<file path="config.mk">
export PLATFORM = sky130hd
export DESIGN_NAME = sprite_rom_arbiter
export DESIGN_NICKNAME = d
export VERILOG_FILES = /design/src/rtl/sprite_pkg.sv /design/src/rtl/sprite_hit_calc.sv /design/src/rtl/sprite_rom_arbiter.sv
export SDC_FILE = /design/constraint.sdc
export NUM_CORES = 1
export LEC_CHECK = 0
export ABC_AREA = 1
export ABC_CLOCK_PERIOD_IN_PS = 2600
export BUFFER_PORTS_ARGS = -buffer_cell sky130_fd_sc_hd__clkbuf_2
export CAP_MARGIN = 0
export CORE_ASPECT_RATIO = 0.7
export CORE_UTILIZATION = 50
export CTS_CLUSTER_DIAMETER = 120
export CTS_CLUSTER_SIZE = 20
export DETAILED_ROUTE_END_ITERATION = 8
export PLACE_DENSITY = 0.76
export SLEW_MARGIN = 10
export SYNTH_ARGS = -nofsm -noshare
export SYNTH_HDL_FRONTEND = slang
export SYNTH_HIERARCHICAL = 1
export SYNTH_SLANG_ARGS = --single-unit
</file>
<file path="constraint.sdc">
create_clock -name i_Clk -period 2.6 [get_ports i_Clk]
set_input_delay 0.13 -clock i_Clk [delete_from_list [all_inputs] [get_ports i_Clk]]
set_output_delay 0.13 -clock i_Clk [all_outputs]
set_load 0.05 [all_outputs]
</file>
<file path="src/rtl/sprite_pkg.sv">
// Shared constants, grant encoding and types for the sprite ROM arbiter.
package sprite_pkg;

  localparam int TILE_SIZE      = 32;
  localparam int TILE_BITS      = $clog2(TILE_SIZE);
  localparam int H_VISIBLE_AREA = 640;
  localparam int V_VISIBLE_AREA = 480;
  localparam int NUM_LANES      = 4;
  localparam int NUM_REQ        = NUM_LANES + 1;
  localparam int CNT_W          = 10;
  localparam int ADDR_W         = 11;
  localparam int SUM_W          = 11;

  typedef logic [8:0] rgb9_t;

  localparam logic [ADDR_W-1:0] CAR_BASE    = 11'd1024;
  localparam rgb9_t             TRANSPARENT = 9'h000;
  localparam rgb9_t             BG_COLOUR   = 9'h000;

  localparam logic [NUM_LANES-1:0][CNT_W-1:0] LANE_Y = {10'd352, 10'd256, 10'd160, 10'd64};

  typedef enum logic [2:0] {
    GNT_FROG  = 3'd0,
    GNT_LANE0 = 3'd1,
    GNT_LANE1 = 3'd2,
    GNT_LANE2 = 3'd3,
    GNT_LANE3 = 3'd4
  } gnt_idx_e;

  typedef struct packed {
    logic              hit;
    logic [ADDR_W-1:0] addr;
  } hit_rsp_t;

  // Lowest index has highest priority: isolate the lowest set bit.
  function automatic logic [NUM_REQ-1:0] pick_winner(input logic [NUM_REQ-1:0] hits);
    return hits & (~hits + 1'b1);
  endfunction

endpackage

</file>
<file path="src/rtl/sprite_hit_calc.sv">
// Per-sprite window hit test and ROM address generation (with optional mirroring).
module sprite_hit_calc
  import sprite_pkg::*;
(
  input  logic [CNT_W-1:0]  h_cnt_i,
  input  logic [CNT_W-1:0]  v_cnt_i,
  input  logic [CNT_W-1:0]  x_pos_i,
  input  logic [CNT_W-1:0]  y_pos_i,
  input  logic              rev_i,
  input  logic [ADDR_W-1:0] base_i,
  output hit_rsp_t          rsp_o
);

  localparam logic [TILE_BITS-1:0] COL_MAX = TILE_BITS'(TILE_SIZE - 1);

  logic [SUM_W-1:0]     h_ext, v_ext, x_ext, y_ext;
  logic                 hit_h, hit_v;
  logic [TILE_BITS-1:0] row, col, col_eff;

  assign h_ext = {1'b0, h_cnt_i};
  assign v_ext = {1'b0, v_cnt_i};
  assign x_ext = {1'b0, x_pos_i};
  assign y_ext = {1'b0, y_pos_i};

  // Extended sums cannot wrap, so sprites near 1023 never alias back to column 0.
  assign hit_h = (h_ext >= x_ext) && (h_ext < x_ext + SUM_W'(TILE_SIZE));
  assign hit_v = (v_ext >= y_ext) && (v_ext < y_ext + SUM_W'(TILE_SIZE));

  assign row     = v_cnt_i[TILE_BITS-1:0] - y_pos_i[TILE_BITS-1:0];
  assign col     = h_cnt_i[TILE_BITS-1:0] - x_pos_i[TILE_BITS-1:0];
  assign col_eff = rev_i ? (COL_MAX - col) : col;

  // TILE_SIZE is a power of two, so row*TILE_SIZE + col is a plain concatenation.
  assign rsp_o.hit  = hit_h && hit_v;
  assign rsp_o.addr = base_i + ADDR_W'({row, col_eff});

endmodule

</file>
<file path="src/rtl/sprite_rom_arbiter.sv">
// Per-pixel sprite ROM arbiter: hit test, fixed-priority grant, 3-stage colour pipeline, collision flag.
module sprite_rom_arbiter
  import sprite_pkg::*;
(
  input  logic                   i_Clk,
  input  logic                   i_Rst_N,
  input  logic [CNT_W-1:0]       i_H_Counter,
  input  logic [CNT_W-1:0]       i_V_Counter,
  input  logic [CNT_W-1:0]       i_X_Position,
  input  logic [8:0]             i_Y_Position,
  input  logic [NUM_LANES*10-1:0] i_Car_X_Position,
  input  logic [NUM_LANES-1:0]   i_Reverse,
  input  logic                   i_Collision_Clr,
  output logic [ADDR_W-1:0]      o_Mem_Addr,
  output logic                   o_Mem_Rd_En,
  input  logic [8:0]             i_Mem_Data,
  output logic [NUM_REQ-1:0]     o_Grant,
  output logic [2:0]             o_Red,
  output logic [2:0]             o_Grn,
  output logic [2:0]             o_Blu,
  output logic                   o_Collision
);

  localparam logic [CNT_W-1:0] H_VIS = CNT_W'(H_VISIBLE_AREA);
  localparam logic [CNT_W-1:0] V_VIS = CNT_W'(V_VISIBLE_AREA);

  logic [NUM_REQ-1:0][CNT_W-1:0]  req_x, req_y;
  logic [NUM_REQ-1:0]             req_rev;
  logic [NUM_REQ-1:0][ADDR_W-1:0] req_base;
  hit_rsp_t [NUM_REQ-1:0]         rsp;
  logic [NUM_REQ-1:0]             hits;

  logic                visible;
  logic [NUM_REQ-1:0]  win;
  logic [ADDR_W-1:0]   win_addr;
  logic                coll_set;

  logic [ADDR_W-1:0]   mem_addr_d, mem_addr_q;
  logic [NUM_REQ-1:0]  grant_d, grant_q;
  logic [2:1]          vis_pipe_d, vis_pipe_q;
  logic                gnt_s2_d, gnt_s2_q;
  rgb9_t               rgb_d, rgb_q;
  logic                coll_d, coll_q;

  always_comb begin
    req_x    = '0;
    req_y    = '0;
    req_rev  = '0;
    req_base = '0;
    req_x[GNT_FROG]    = i_X_Position;
    req_y[GNT_FROG]    = {1'b0, i_Y_Position};
    req_rev[GNT_FROG]  = 1'b0;
    req_base[GNT_FROG] = '0;
    for (int l = 0; l < NUM_LANES; l++) begin
      req_x[l+1]    = i_Car_X_Position[10*l +: 10];
      req_y[l+1]    = LANE_Y[l];
      req_rev[l+1]  = i_Reverse[l];
      req_base[l+1] = CAR_BASE;
    end
  end

  for (genvar g = 0; g < NUM_REQ; g++) begin : g_req
    sprite_hit_calc u_hit (
      .h_cnt_i (i_H_Counter),
      .v_cnt_i (i_V_Counter),
      .x_pos_i (req_x[g]),
      .y_pos_i (req_y[g]),
      .rev_i   (req_rev[g]),
      .base_i  (req_base[g]),
      .rsp_o   (rsp[g])
    );
    assign hits[g] = rsp[g].hit;
  end

  assign visible  = (i_H_Counter < H_VIS) && (i_V_Counter < V_VIS);
  assign win      = visible ? pick_winner(hits) : '0;
  assign coll_set = visible && hits[GNT_FROG] && (|hits[NUM_REQ-1:1]);

  always_comb begin
    win_addr = '0;
    for (int i = 0; i < NUM_REQ; i++)
      if (win[i]) win_addr = rsp[i].addr;
  end

  always_comb begin
    mem_addr_d = (|win) ? win_addr : mem_addr_q;
    grant_d    = win;
    vis_pipe_d = {vis_pipe_q[1], visible};
    gnt_s2_d   = |grant_q;
    coll_d     = coll_set | (coll_q & ~i_Collision_Clr);
    rgb_d      = '0;
    if (vis_pipe_q[2]) begin
      if (!gnt_s2_q || i_Mem_Data == TRANSPARENT) rgb_d = BG_COLOUR;
      else                                        rgb_d = i_Mem_Data;
    end
  end

  always_ff @(posedge i_Clk or negedge i_Rst_N) begin
    if (!i_Rst_N) begin
      mem_addr_q <= '0;
      grant_q    <= '0;
      vis_pipe_q <= '0;
      gnt_s2_q   <= 1'b0;
      rgb_q      <= '0;
      coll_q     <= 1'b0;
    end else begin
      mem_addr_q <= mem_addr_d;
      grant_q    <= grant_d;
      vis_pipe_q <= vis_pipe_d;
      gnt_s2_q   <= gnt_s2_d;
      rgb_q      <= rgb_d;
      coll_q     <= coll_d;
    end
  end

  assign o_Mem_Addr  = mem_addr_q;
  assign o_Mem_Rd_En = |grant_q;
  assign o_Grant     = grant_q;
  assign o_Red       = rgb_q[8:6];
  assign o_Grn       = rgb_q[5:3];
  assign o_Blu       = rgb_q[2:0];
  assign o_Collision = coll_q;

endmodule

</file>
-- After elaboration in Yosys (flattened, before gate mapping)
Index checks and enable logic that the tools add are counted.
- register bits: 29
- logic and storage cells: 90
- input port bits: 95
- output and inout port bits: 27
- bitwise logic cells: 5
- $lt $le $gt $ge: 22
- reduce and logical (&&, ||, !) cells: 24
- add/sub/neg operators: 21
- muxes and demuxes: 12
- operator list (kind ; count):
    $lt A10 B11 Y1 ; 6
    $add A10 B6 Y11 const B ; 5
    $ge A10 B10 Y1 ; 5
    $add A11 B10 Y11 const A ; 4
    $mux W11 ; 4
    $lt A10 B9 Y1 const B ; 3
    $sub A5 B5 Y5 ; 6
    $mux W5 ; 5
    $ge A10 B9 Y1 const B ; 2
    $sub A5 B5 Y5 const A ; 4
    $logic_and A1 B1 Y1 ; 18
    $mux W9 ; 2
    $add A9 B6 Y10 const B ; 1
    $ge A10 B7 Y1 const B ; 1
    $ge A10 B8 Y1 const B ; 1
    $ge A10 B9 Y1 ; 1
    $lt A10 B10 Y1 const B ; 1
    $lt A10 B7 Y1 const B ; 1
    $lt A10 B8 Y1 const B ; 1
    $mux W10 ; 1
    $reduce_or A5 Y1 ; 2
    $logic_not A9 Y1 ; 1
    $add A5 B1 Y5 const B ; 1
    $and A5 B5 Y5 ; 1
    other kinds (7) ; 7

-- Longest topological paths before layout
Gate-level depths: netlist of run 1.
- depth after elaboration: 13
- mapped depth: 19
- depth with buffers taken out: 19

-- Hierarchy
Netlist of run 1, hierarchy kept.
- by module, submodules not included (module ; seq. area each (sq um) ; area an instance (sq um) ; times used ; cells an instance):
    sprite_hit_calc (g_req[1].u_hit ...) ; 0.0 ; 1687.9 ; 3 ; 274
    sprite_rom_arbiter ; 725.7 ; 1652.8 ; 1 ; 214
    sprite_hit_calc (g_req[0].u_hit) ; 0.0 ; 1651.6 ; 1 ; 269
    sprite_hit_calc (g_req[3].u_hit) ; 0.0 ; 1639.1 ; 1 ; 263

-- Least setup slack after synthesis of run 1
No wires, ideal clock.
- path kind: input to register
- start: in i_Car_X_Position[5]
- end: reg mem_addr_q[3] (netlist: o_Mem_Addr[3])
- stages: 16
- buffers on the path: 1
- slack: 0.490 ns
- library setup time: 0.071 ns
- data required time: 2.529 ns
- arrival time: 2.040 ns
- path through: ha_1 inv_1 ha_1 a21o_1 a21oi_1 nor2_1 nor2_2 nand2_1 nor2_1 inv_1 nor2_1 clkbuf_1 nand4_1 nand2_1 nor2_1 nand4_1
- word-level cells in the longest chain between the ends: 12
- elaborated cells between the ends (all ways): 14
- classes of those cells: add/sub (2); order compare (2); mux (5); bitwise (2); reduce/logical (3)
- RTL lines (item ; line ; source):
    from (decl) ; sprite_rom_arbiter.sv:11 ; input logic [NUM_LANES*10-1:0] i_Car_X_Position,
    $add A10 B6 Y11 ; sprite_hit_calc.sv:26 ; assign hit_h = (h_ext >= x_ext) && (h_ext < x_ext + SUM_W'(TILE_SIZE));
    $lt A10 B11 Y1 ; sprite_hit_calc.sv:26 ;
    $logic_and A1 B1 Y1 * ; sprite_hit_calc.sv:26 ;
    $logic_and A1 B1 Y1 * ; sprite_hit_calc.sv:34 ; assign rsp_o.hit = hit_h && hit_v;
    net hits[1] ; sprite_rom_arbiter.sv:31 ; logic [NUM_REQ-1:0] hits;
    $not A5 Y5 ; sprite_pkg.sv:37 ; return hits & (~hits + 1'b1);
    $add A5 B1 Y5 ; sprite_pkg.sv:37 ;
    $and A5 B5 Y5 * ; sprite_pkg.sv:37 ;
    $mux W5 * ; sprite_rom_arbiter.sv:76 ; assign win = visible ? pick_winner(hits) : '0;
    $mux W11 (4 in series) ; sprite_rom_arbiter.sv:82 ; if (win[i]) win_addr = rsp[i].addr;
    to (signal assigned) ; sprite_rom_arbiter.sv:107 ; mem_addr_q <= mem_addr_d;
    to (decl) ; sprite_rom_arbiter.sv:38 ; logic [ADDR_W-1:0] mem_addr_d, mem_addr_q;
The timed path passes the listed nets; every way through them passes the cells marked *.
A chain may end at the register's enable or synchronous reset.

-- Worst setup path in the final report of run 1
- start: in i_H_Counter[0]
- end: reg mem_addr_q[2] (netlist: o_Mem_Addr[2])
- elaborated cells between the ends (all ways): 49
- classes of those cells: add/sub (14); order compare (11); mux (10); bitwise (2); reduce/logical (12)
- RTL lines (item ; line ; source):
    from (decl) ; sprite_rom_arbiter.sv:7 ; input logic [CNT_W-1:0] i_H_Counter,
    $lt A10 B11 Y1 or $ge A10 B10 Y1 (tied branches) ; sprite_hit_calc.sv:26 ;
    $logic_and A1 B1 Y1 * ; sprite_hit_calc.sv:26 ;
    $logic_and A1 B1 Y1 * ; sprite_hit_calc.sv:34 ;
    net hits[4] ; sprite_rom_arbiter.sv:31 ;
    $not A5 Y5 ; sprite_pkg.sv:37 ;
    $add A5 B1 Y5 ; sprite_pkg.sv:37 ;
    $and A5 B5 Y5 * ; sprite_pkg.sv:37 ;
    $mux W5 * ; sprite_rom_arbiter.sv:76 ;
    $reduce_or A5 Y1 or $mux W11 (tied branches) ; sprite_rom_arbiter.sv:86, sprite_rom_arbiter.sv:82 ;
Marks and branches as above.

==> flow_summary_export.csv, run 1 <==
group,metric,value,unit
global_routing,grt.overflow.total,0,
worst_setup_path,cp-start-kind,"input pin",
sta,relSlewSlack,0.425,
sta,finalClockSkew,0.00243,ns
synthesis,yosys.area_share.simple,0.321,
worst_setup_path,cp_max_fo,11,
power,p_per_area,398,mW/mm2
sta,post-route-min-period,2.47,ns
worst_setup_path,critical_path_class,"in -> reg",
synthesis,yosysSeqAreaShare,0.0725,
synthesis,yosys_warnings,6,
route,drt-initial-drc-count,525,
placed_design,routabilityCongestion,0.967,
floorplan,io_pins,122,
clock_network,cts_tree,"done",
worst_setup_path,cp_data_arrival_time,2.67,ns
route,wl,27.2,mm
global_routing,grt_pass1_vias,9677,
synthesis,synth-compound-area-share,0.0858,
sta,maxSlewViolCount,0,
synthesis,async_flop_share,1.00,
sta,hold_viol_final,0,
cells_and_area,drive_above_1_share,0.134,
synthesis,synth_area,0.0100,mm2
route,drc,0,
sta,period_share,0.948,
clock_network,h-tree-depth,2,
cells_and_area,nets,2207,
floorplan,rows,42,
route,vias,10500,
power,total_power,0.00479,W
cells_and_area,final_util,0.625,
worst_setup_path,endpoint_kind,"flip-flop",
floorplan,start_util,0.520,
clock_network,clkLatencyLatePin,0.27,ns
clock_network,clkTransAtPathRegs,0.05,ns
synthesis,ys_ff_latch,29,
sta,worst_slew_pin_slew,0.862,ns
power,irDropWorstVdd,0.000293,V
synthesis,synth-edff-count,0,
sta,setup_viol,0,
synthesis,syn_avg_cell_area,6.38,um2
synthesis,netlist_instances,1568,
floorplan,die_w,171,um
worst_setup_path,critPathRequiredTime,2.80,ns
placed_design,place_hpwl,23.9,mm
sta,fmax,0.406,GHz
clock_network,cts_buffer_depth,2,
clock_network,root_buffer,"clkbuf_16",
route,dr.pass1.iters,6,
placed_design,portBuffers,121,
floorplan,dieArea,0.0206,mm2
run,maxCapViolCount,0,
global_routing,grt_pass1_wl,45.1,mm
clock_network,cts_buffers,5,
cells_and_area,area_growth_syn_to_layout,20.1,%
sta,hold-worst-slack,0.0486,ns
sta,rsz0062_at_grt,"no",
global_routing,antenna_found_initial,0,
power,p_leak,7.15,nW
cells_and_area,antenna_cells,0,
floorplan,die_y,120,um
run_status,outcome,"complete, no violations",
floorplan,core-area,0.0192,mm2
global_routing,grt_max_degree,30,
clock_network,clkSinkCount,29,
synthesis,synth_mux_area_frac,0,
synthesis,ys.flop_type,"dfrtp_1",
global_routing,track_usage,0.271,
worst_hold_path,hp-class,"in -> reg",
synthesis,synthAdderAreaFrac,0.293,
synthesis,synth_top_family_by_area,"simple AND/OR/NAND/NOR gates",
synthesis,synthXorXnorAreaFrac,0.105,
route,ant_nets,0,
synthesis,ys_types,37,
route,viasPerCell,4.90,
route,wl_per_cell,12.7,um
-- registers in the layout (all words and copies together) (netlist names) --
name / cells
o_Mem_Addr: 11
rgb_q: 9
o_Grant: 5
vis_pipe_q: 2
gnt_s2_q: 1
o_Collision: 1
-- cell usage in the layout, fill, tap and decap left out, drive strengths merged --
cell type	instances
o21a	2
xor2	74
clkinv	2
nor2	155
buf	56
dfrtp	29
nand4	49
a21oi	86
a31oi	16
nand2	355
inv	296
ha	210
nand3b	8
fa	15
a21o	15
and3	1
dlygate4sd3	1
clkbuf	127
conb	154
xnor2	46
o21bai	5
nor4	1
nor3	19
o21ai	26
nand3	137
a21boi	3
-- Yosys cell counts, types with 2 or more instances --
cell	n	area share
xor2_1	74	0.065
o21a_1	2	0.0015
nand3b_2	6	0.0068
clkbuf_1	5	0.0019
a21o_1	15	0.011
a31oi_1	16	0.010
inv_1	273	0.10
o21ai_0	10	0.0050
xnor2_1	46	0.040
nor2_2	13	0.0081
nand3_1	136	0.068
inv_2	23	0.0086
nand2_1	343	0.13
nor3_2	7	0.0070
nor2_1	140	0.053
o21ai_1	13	0.0065
a21oi_1	86	0.043
o21bai_1	5	0.0038
a21boi_1	3	0.0023
nand4_1	49	0.031
ha_1	210	0.26
dfrtp_1	29	0.073
nand3b_1	2	0.0015
buf_6	2	0.0023
fa_1	15	0.030
conb_1	2	0.00075
buf_2	12	0.0060
nand2_2	11	0.0069
nor3_1	12	0.0060
-- stage by stage --
step | cells | setup TNS, ns | area [um2] | setup WS, ns
finish | 2152 | 0 | 12000 | 0.134
global route | 2152 | 0 | 12000 | 0.00227
CTS | 2150 | 0 | 12000 | 0.0668
detailed placement | 2141 | -1.73 | 11800 | -0.189
global placement | 2141 | -0.462 | 11800 | -0.0440
floorplan | 1720 | 0 | 10600 | 0.490
-- where the power goes --
group | switching, W | internal [W] | leakage, nW
Sequential | 0.0000669 | 0.000541 | 0.385
Clock | 0.000186 | 0.000350 | 0.0706
Combinational | 0.00234 | 0.00130 | 6.70
Total | 0.00260 | 0.00219 | 7.15
-- worst paths after layout --
| kind | from | slack [ns] | end | cells after the start |
|---|---|---|---|---|
| worst max register to register | vis_pipe_q[2] | 1.82 | rgb_q[6] | 1 |
| worst max-delay path | i_H_Counter[0] | 0.13 | o_Mem_Addr[2] | 19 |
| min in group asynchronous | i_Rst_N | 0.44 | o_Grant[4] | 2 |
| worst min-delay path | i_Collision_Clr | 0.05 | o_Collision | 2 |
| max in group asynchronous | i_Rst_N | 1.71 | o_Mem_Addr[10] | 2 |
| worst min register to register | vis_pipe_q[1] | 0.34 | vis_pipe_q[2] | 0 |
-- worst max-delay path: stages --
cell      delay [ns]
clkbuf_2        0.15
buf_4           0.13
inv_1           0.04
ha_1            0.19
inv_1           0.09
fa_1            0.21
inv_1           0.05
nand2_1         0.09
nand3_1         0.09
nand2_1         0.08
nor2_1          0.05
nor2_2          0.07
nand2_1         0.07
nor2_1          0.36
nand2_1         0.19
nor2_4          0.21
buf_4           0.21
nand3_1         0.13
nand4_1         0.13
-- metal layers --
| layer | GRT usage | share of wire | vias to the layer above |
|---|---|---|---|
| met2 | 0.425 | 0.41 | 319 |
| li1 | - | - | 5569 |
| met5 | 0 | 0 | - |
| met3 | 0.0373 | 0.072 | 35 |
| met4 | 0.0569 | 0.018 | 0 |
| met1 | 0.391 | 0.50 | 4612 |
-- logic make-up after synthesis --
| family | after synthesis |
|---|---|
| adders and majority gates | 225 |
| AOI/OAI and AO/OA | 152 |
| and+or+nand+nor | 724 |
| xor gates and xnor gates | 120 |
| buffers and inverters | 316 |
| DFF | 29 |
| other | 2 |
-- area by class of cell --
class                   instances  area (um2)
flip-flops and latches         29         726
inverters                     296        1110
well taps                     264         330
fillers                      1828        7210
repair buffers                178        1050
multi-input cells            1377        8670
clock inverters                 2        10.0
clock buffers                   6         129
-- timing repair --
action / CTS / global route
gates resized for setup: 0 / 6
endpoints found under the hold margin: 29 / 0
setup endpoints to repair: 0 / 11
buffers inserted: 0 / 0
hold buffers: 1 / 0
No activity file was read; power rests on OpenSTA's default activity.
==> inputs of run 2 (changes only) <==
--- a/config.mk
+++ b/config.mk
@@ -15,6 +15,7 @@
 export CTS_CLUSTER_SIZE = 20
 export DETAILED_ROUTE_END_ITERATION = 8
 export PLACE_DENSITY = 0.76
+export RECOVER_POWER = 25
 export SLEW_MARGIN = 10
 export SYNTH_ARGS = -nofsm -noshare
 export SYNTH_HDL_FRONTEND = slang
==> run 2 against run 1 <==
  * Utilization decreased by 0.059 points
  * Clock-buffer cell count unchanged
  * Total power about the same
  * Worst hold slack about the same
  * Register-to-register slack about the same
  * Design area about the same
  * Combinational power about the same
  * Global-route usage unchanged
  * Clock power about the same
  * Cell count unchanged
  * Sequential cell count unchanged
==> flow_summary_export.csv, run 2 (synthesis gave the netlist of run 1 again) <==
group,metric,value,unit
cells_and_area,area_growth_syn_to_layout,20.0,%
sta,rsz0062_at_grt,"no",
worst_hold_path,hold_path_depth,2,
worst_setup_path,cp_max_fo,11,
clock_network,clkLatencyLatePin,0.27,ns
global_routing,antenna_found_initial,0,
cells_and_area,antenna_cells,0,
clock_network,cts_buffers,5,
sta,hold_viol_final,0,
run_status,outcome,"complete, no violations",
worst_setup_path,cp_cell_sequence,"clkbuf_2 -> buf_4 -> inv_1 -> ha_1 -> inv_1 -> fa_1 -> inv_1 -> nand2_1 -> nand3_1 -> nand2_1 -> nor2_1 -> nor2_2 -> nand2_1 -> nor2_1 -> nand2_1 -> nor2_4 -> buf_4 -> nand3_1 -> nand4_1",
clock_network,cts_buffer_depth,2,
sta,relSlewSlack,0.427,
power,p_per_area,398,mW/mm2
worst_setup_path,endpoint_kind,"flip-flop",
worst_setup_path,critPathTopFamily,"simple AND/OR/NAND/NOR gates",
cells_and_area,nets,2207,
floorplan,rows,42,
worst_hold_path,min_to,"o_Collision",
sta,worst_slew_pin_slew,0.858,ns
global_routing,grt_pass1_vias,9677,
global_routing,use_met2,0.425,
route,drt-initial-drc-count,526,
power,irDropWorstVdd,0.000293,V
power,internal_power,0.00219,W
run,maxCapViolCount,0,
worst_setup_path,critical_path_class,"in -> reg",
sta,setup_viol,0,
worst_setup_path,r2r_setup_slack,1.82,ns
cells_and_area,nFillCells,1834,
worst_setup_path,rr_endpoint,"rgb_q[6]",
worst_setup_path,critPathRequiredTime,2.80,ns
floorplan,die_y,120,um
global_routing,grt.overflow.total,0,
clock_network,root_buffer,"clkbuf_16",
worst_setup_path,slowest_delay,0.36,ns
cells_and_area,final_common_cell,"nand2_1",
clock_network,h-tree-depth,2,
global_routing,use_met1,0.391,
cells_and_area,drive_above_1_share,0.129,
route,viasPerCell,4.89,
clock_network,clkSinkCount,29,
power,p_sw_frac,0.542,
sta,period_share,0.949,
worst_setup_path,cp_data_arrival_time,2.67,ns
sta,post-route-min-period,2.47,ns
route,wl,27.2,mm
clock_network,clkTransAtPathRegs,0.05,ns
worst_setup_path,path_common_cell,"nand2_1",
worst_hold_path,min-delay-start,"i_Collision_Clr",
clock_network,cts_setup_buffers,0,
route,vias,10500,
power,p_leak,7.12,nW
global_routing,grt.busiest_layer,"met2",
global_routing,grt_pass1_wl,45.1,mm
power,seqPwrFrac,0.127,
cells_and_area,largest_reg_flops,11,
power,pwr-share-clk,0.112,
placed_design,portBuffers,121,
worst_setup_path,worst-path-buf-inv,6,
placed_design,place_hpwl,23.9,mm
route,ant_nets,0,
worst_setup_path,cp-start-kind,"input pin",
power,p_comb_frac,0.761,
cells_and_area,mostFrequentLayoutCells,"nand2_1 (344), inv_1 (273), ha_1 (210)",
sta,fmax,0.405,GHz
global_routing,grt_max_degree,30,
power,total_power,0.00478,W
placed_design,routabilityCongestion,0.967,
clock_network,cts_tree,"done",
power,switching_power,0.00260,W
sta,finalClockSkew,0.00243,ns
worst_setup_path,cp.depth,19,
global_routing,met3_usage,0.0373,
sta,maxSlewViolCount,0,
worst_hold_path,hp-class,"in -> reg",
cells_and_area,final_util,0.624,
floorplan,die_w,171,um
floorplan,io_pins,122,
worst_setup_path,critical_path.slowest_cell,"nor2_1",
route,drc,0,
route,wl_per_cell,12.6,um
worst_setup_path,timing.rr.start,"vis_pipe_q[2]",
worst_setup_path,reg2reg_depth,1,
route,dr.pass1.iters,5,
floorplan,start_util,0.520,
floorplan,dieArea,0.0206,mm2
global_routing,track_usage,0.271,
floorplan,core-area,0.0192,mm2
## run 2: area by class of cell
class	instances	area (um2)	area share
Tap cell	264	330	0.0275
Timing Repair Buffer	178	1040	0.0864
Clock inverter	2	10.0	0.000834
Inverter	296	1110	0.0925
Sequential cell	29	726	0.0604
Multi-Input combinational cell	1377	8670	0.722
Clock buffer	6	129	0.0107
## run 2: worst max path at each step
| stage | start | to | slack [ns] |
|---|---|---|---|
| detailed placement | i_X_Position[7] | o_Mem_Addr[10] | -0.19 |
| global placement | i_X_Position[5] | o_Mem_Addr[6] | -0.04 |
| global route | i_Car_X_Position[25] | o_Mem_Addr[7] | 0.002 |
| finish | i_H_Counter[0] | o_Mem_Addr[2] | 0.13 |
| CTS | i_X_Position[7] | o_Mem_Addr[5] | 0.07 |
| floorplan | i_Car_X_Position[5] | o_Mem_Addr[3] | 0.49 |
## run 2: metrics by stage
step	setup WS (ns)	setup TNS [ns]	hold slack [ns]	area, um2	instances
after floorplan	0.490	0	-0.166	10600	1720
after global placement	-0.0440	-0.462	0.203	11800	2141
after detailed placement	-0.189	-1.73	0.207	11800	2141
after CTS	0.0668	0	0.0417	12000	2150
after global routing	0.00227	0	0.0482	12000	2152
final	0.133	0	0.0486	12000	2152
## run 2: per-layer routing
layer  up-vias  share of wire
li1       5567              -
met4         0          0.017
met1      4608           0.50
met5         -              0
met2       316           0.41
met3        29          0.072
## run 2: what timing repair did
action,CTS,global route
gates resized for setup,0,6
hold endpoints to repair,29,0
hold buffers,1,0
endpoints found under the setup margin,0,11
## run 2: power by group through the flow
stage / logic [W] / registers, W / clock network (W)
2_1_floorplan: 0.00229 / 0.000889 / 0
3_3_place_gp: 0.00339 / 0.000616 / 0
3_5_place_dp: 0.00344 / 0.000611 / 0
4_1_cts: 0.00346 / 0.000604 / 0.000546
5_1_grt: 0.00407 / 0.000614 / 0.000570
6_report: 0.00364 / 0.000608 / 0.000536
==> inputs of run 3 (changes only) <==
--- a/config.mk
+++ b/config.mk
@@ -14,7 +14,7 @@
 export CTS_CLUSTER_DIAMETER = 120
 export CTS_CLUSTER_SIZE = 20
 export DETAILED_ROUTE_END_ITERATION = 8
-export PLACE_DENSITY = 0.76
+export PLACE_DENSITY = 0.7
 export RECOVER_POWER = 25
 export SLEW_MARGIN = 10
 export SYNTH_ARGS = -nofsm -noshare
==> run 3 against run 2 <==
  * First-iteration DRC count grew 9.1%
  * Die area did not move
  * Register-to-register slack about the same
  * Highest routed layer is now met5
  * Via count increased by 0.22%
  * Total power decreased by 0.21%
  * Design area is 0.20% higher
  * Critical path type unchanged
  * Global-route usage decreased by 0.17 points
==> flow_summary_export.csv, run 3 (synthesis gave the netlist of run 1 again) <==
group,metric,value,unit
run_status,outcome,"complete, no violations",
floorplan,io_pins,122,
power,pwr-share-clk,0.111,
cells_and_area,area_growth_syn_to_layout,20.2,%
power,p_comb_frac,0.764,
worst_setup_path,critical_path.slowest_cell,"ha_1",
cells_and_area,drive_above_1_share,0.129,
cells_and_area,final_common_cell,"nand2_1",
clock_network,cts_buffers,5,
sta,maxSlewViolCount,0,
cells_and_area,final_util,0.626,
sta,period_share,0.924,
power,seqPwrFrac,0.126,
floorplan,die_w,171,um
worst_setup_path,slowest_delay,0.26,ns
route,drt-initial-drc-count,574,
clock_network,h-tree-depth,2,
worst_setup_path,endpoint_kind,"flip-flop",
worst_setup_path,rr_endpoint,"gnt_s2_q",
placed_design,routabilityCongestion,0.960,
global_routing,track_usage,0.269,
sta,rsz0062_at_grt,"no",
sta,relSlewSlack,0.418,
clock_network,cts_buffer_depth,2,
sta,fin_ws,0.197,ns
cells_and_area,nets,2210,
floorplan,rows,42,
global_routing,grt_max_degree,30,
sta,worst_slew_pin_slew,0.872,ns
worst_setup_path,cp-start-kind,"input pin",
sta,post-route-min-period,2.40,ns
power,p_leak,7.14,nW
route,dr.pass1.iters,5,
global_routing,antenna_found_initial,1,
route,wl_per_cell,12.6,um
worst_setup_path,cp_max_fo,11,
route,vias,10500,
cells_and_area,antenna_cells,0,
worst_setup_path,r2r_setup_slack,1.81,ns
global_routing,grt_pass1_vias,9570,
placed_design,portBuffers,121,
floorplan,core-area,0.0192,mm2
worst_hold_path,min-delay-start,"i_Collision_Clr",
worst_setup_path,critPathTopFamily,"simple AND/OR/NAND/NOR gates",
placed_design,place_ws,-0.0814,ns
worst_setup_path,cp_data_arrival_time,2.54,ns
floorplan,dieArea,0.0206,mm2
power,total_power,0.00477,W
worst_hold_path,hp-class,"in -> reg",
power,p_sw_frac,0.541,
route,wl,27.1,mm
clock_network,cts_setup_buffers,0,
worst_setup_path,critPathRequiredTime,2.73,ns
floorplan,start_util,0.520,
sta,setup_viol,0,
run,maxCapViolCount,0,
clock_network,clkSinkCount,29,
global_routing,grt.overflow.total,0,
route,drc,0,
floorplan,die_y,120,um
power,switching_power,0.00258,W
clock_network,root_buffer,"clkbuf_16",
clock_network,clkLatencyLatePin,0.27,ns
route,viasPerCell,4.89,
worst_setup_path,timing.rr.start,"o_Grant[3]",
power,irDropWorstVdd,0.000255,V
placed_design,place_hpwl,24.2,mm
clock_network,cts_tree,"done",
worst_setup_path,reg2reg_depth,2,
worst_setup_path,path_common_cell,"nor2_1",
route,ant_nets,0,
sta,fmax,0.416,GHz
sta,hold_viol_final,0,
global_routing,grt_pass1_wl,44.7,mm
cells_and_area,mostFrequentLayoutCells,"nand2_1 (343), inv_1 (273), ha_1 (210)",
worst_setup_path,cp_cell_sequence,"clkbuf_2 -> inv_2 -> nor2_2 -> xor2_1 -> ha_1 -> a21o_1 -> nand3_1 -> nand2_1 -> nor2_1 -> nand3_1 -> nor2_1 -> buf_4 -> buf_4 -> nor2_1 -> buf_4 -> nand4_1 -> nand2_1 -> nor2_1 -> nand4_1",
power,p_per_area,397,mW/mm2
worst_hold_path,hold_path_depth,2,
worst_setup_path,critical_path_class,"in -> reg",
clock_network,clkTransAtPathRegs,0.05,ns
power,internal_power,0.00219,W
worst_hold_path,min_to,"o_Collision",
worst_setup_path,worst-path-buf-inv,5,
sta,finalClockSkew,0.00276,ns
cells_and_area,largest_reg_flops,11,
-- run 3: repair_timing --
action / 4_1_cts / 5_1_grt
hold endpoints to repair: 29 / 0
setup endpoints to repair: 0 / 11
resized for setup: 0 / 2
hold buffers: 1 / 0
-- run 3: per-stage QoR --
stage                     cells  setup TNS, ns  instance area, um2  hold slack [ns]
after floorplan            1720              0               10600           -0.166
after CTS                  2155              0               12000           0.0501
after global placement     2146         -0.617               11900            0.211
final                      2155              0               12000           0.0561
after detailed placement   2146         -0.566               11900            0.203
after global routing       2155              0               12000           0.0485
-- run 3: power groups by stage --
stage / logic, W / registers, W / clock network [W]
global route: 0.00408 / 0.000610 / 0.000559
finish: 0.00365 / 0.000601 / 0.000528
global placement: 0.00344 / 0.000608 / 0
floorplan: 0.00229 / 0.000889 / 0
CTS: 0.00349 / 0.000601 / 0.000538
detailed placement: 0.00347 / 0.000606 / 0
-- run 3: worst max-delay path by stage --
stage,from,to,slack [ns],cells past startpoint
5_1_grt,i_Car_X_Position[15],o_Mem_Addr[4],0.01,17
6_report,i_X_Position[5],o_Mem_Addr[8],0.20,19
2_1_floorplan,i_Car_X_Position[5],o_Mem_Addr[3],0.49,16
4_1_cts,i_X_Position[5],o_Mem_Addr[10],0.21,18
3_3_place_gp,i_X_Position[5],o_Mem_Addr[0],-0.06,18
3_5_place_dp,i_X_Position[5],o_Mem_Addr[8],-0.08,19
-- run 3: per-layer routing --
layer  GRT usage  vias up  share of wire  routed length [um]
met4      0.0480        2          0.015                 413
li1            -     5538              -                   -
met5           0        -        0.00048                  13
met3      0.0187       41          0.062                1680
met1       0.395     4641           0.51               13800
met2       0.431      321           0.41               11200
-- run 3: cell type report --
| type | count | area [um2] |
|---|---|---|
| clock buffers | 6 | 129 |
| clock inverters | 2 | 10.0 |
| fillers | 1914 | 7200 |
| inverters | 296 | 1110 |
| multi-input cells | 1375 | 8640 |
| flip-flops and latches | 29 | 726 |
| well taps | 264 | 330 |
| repair buffers | 183 | 1080 |
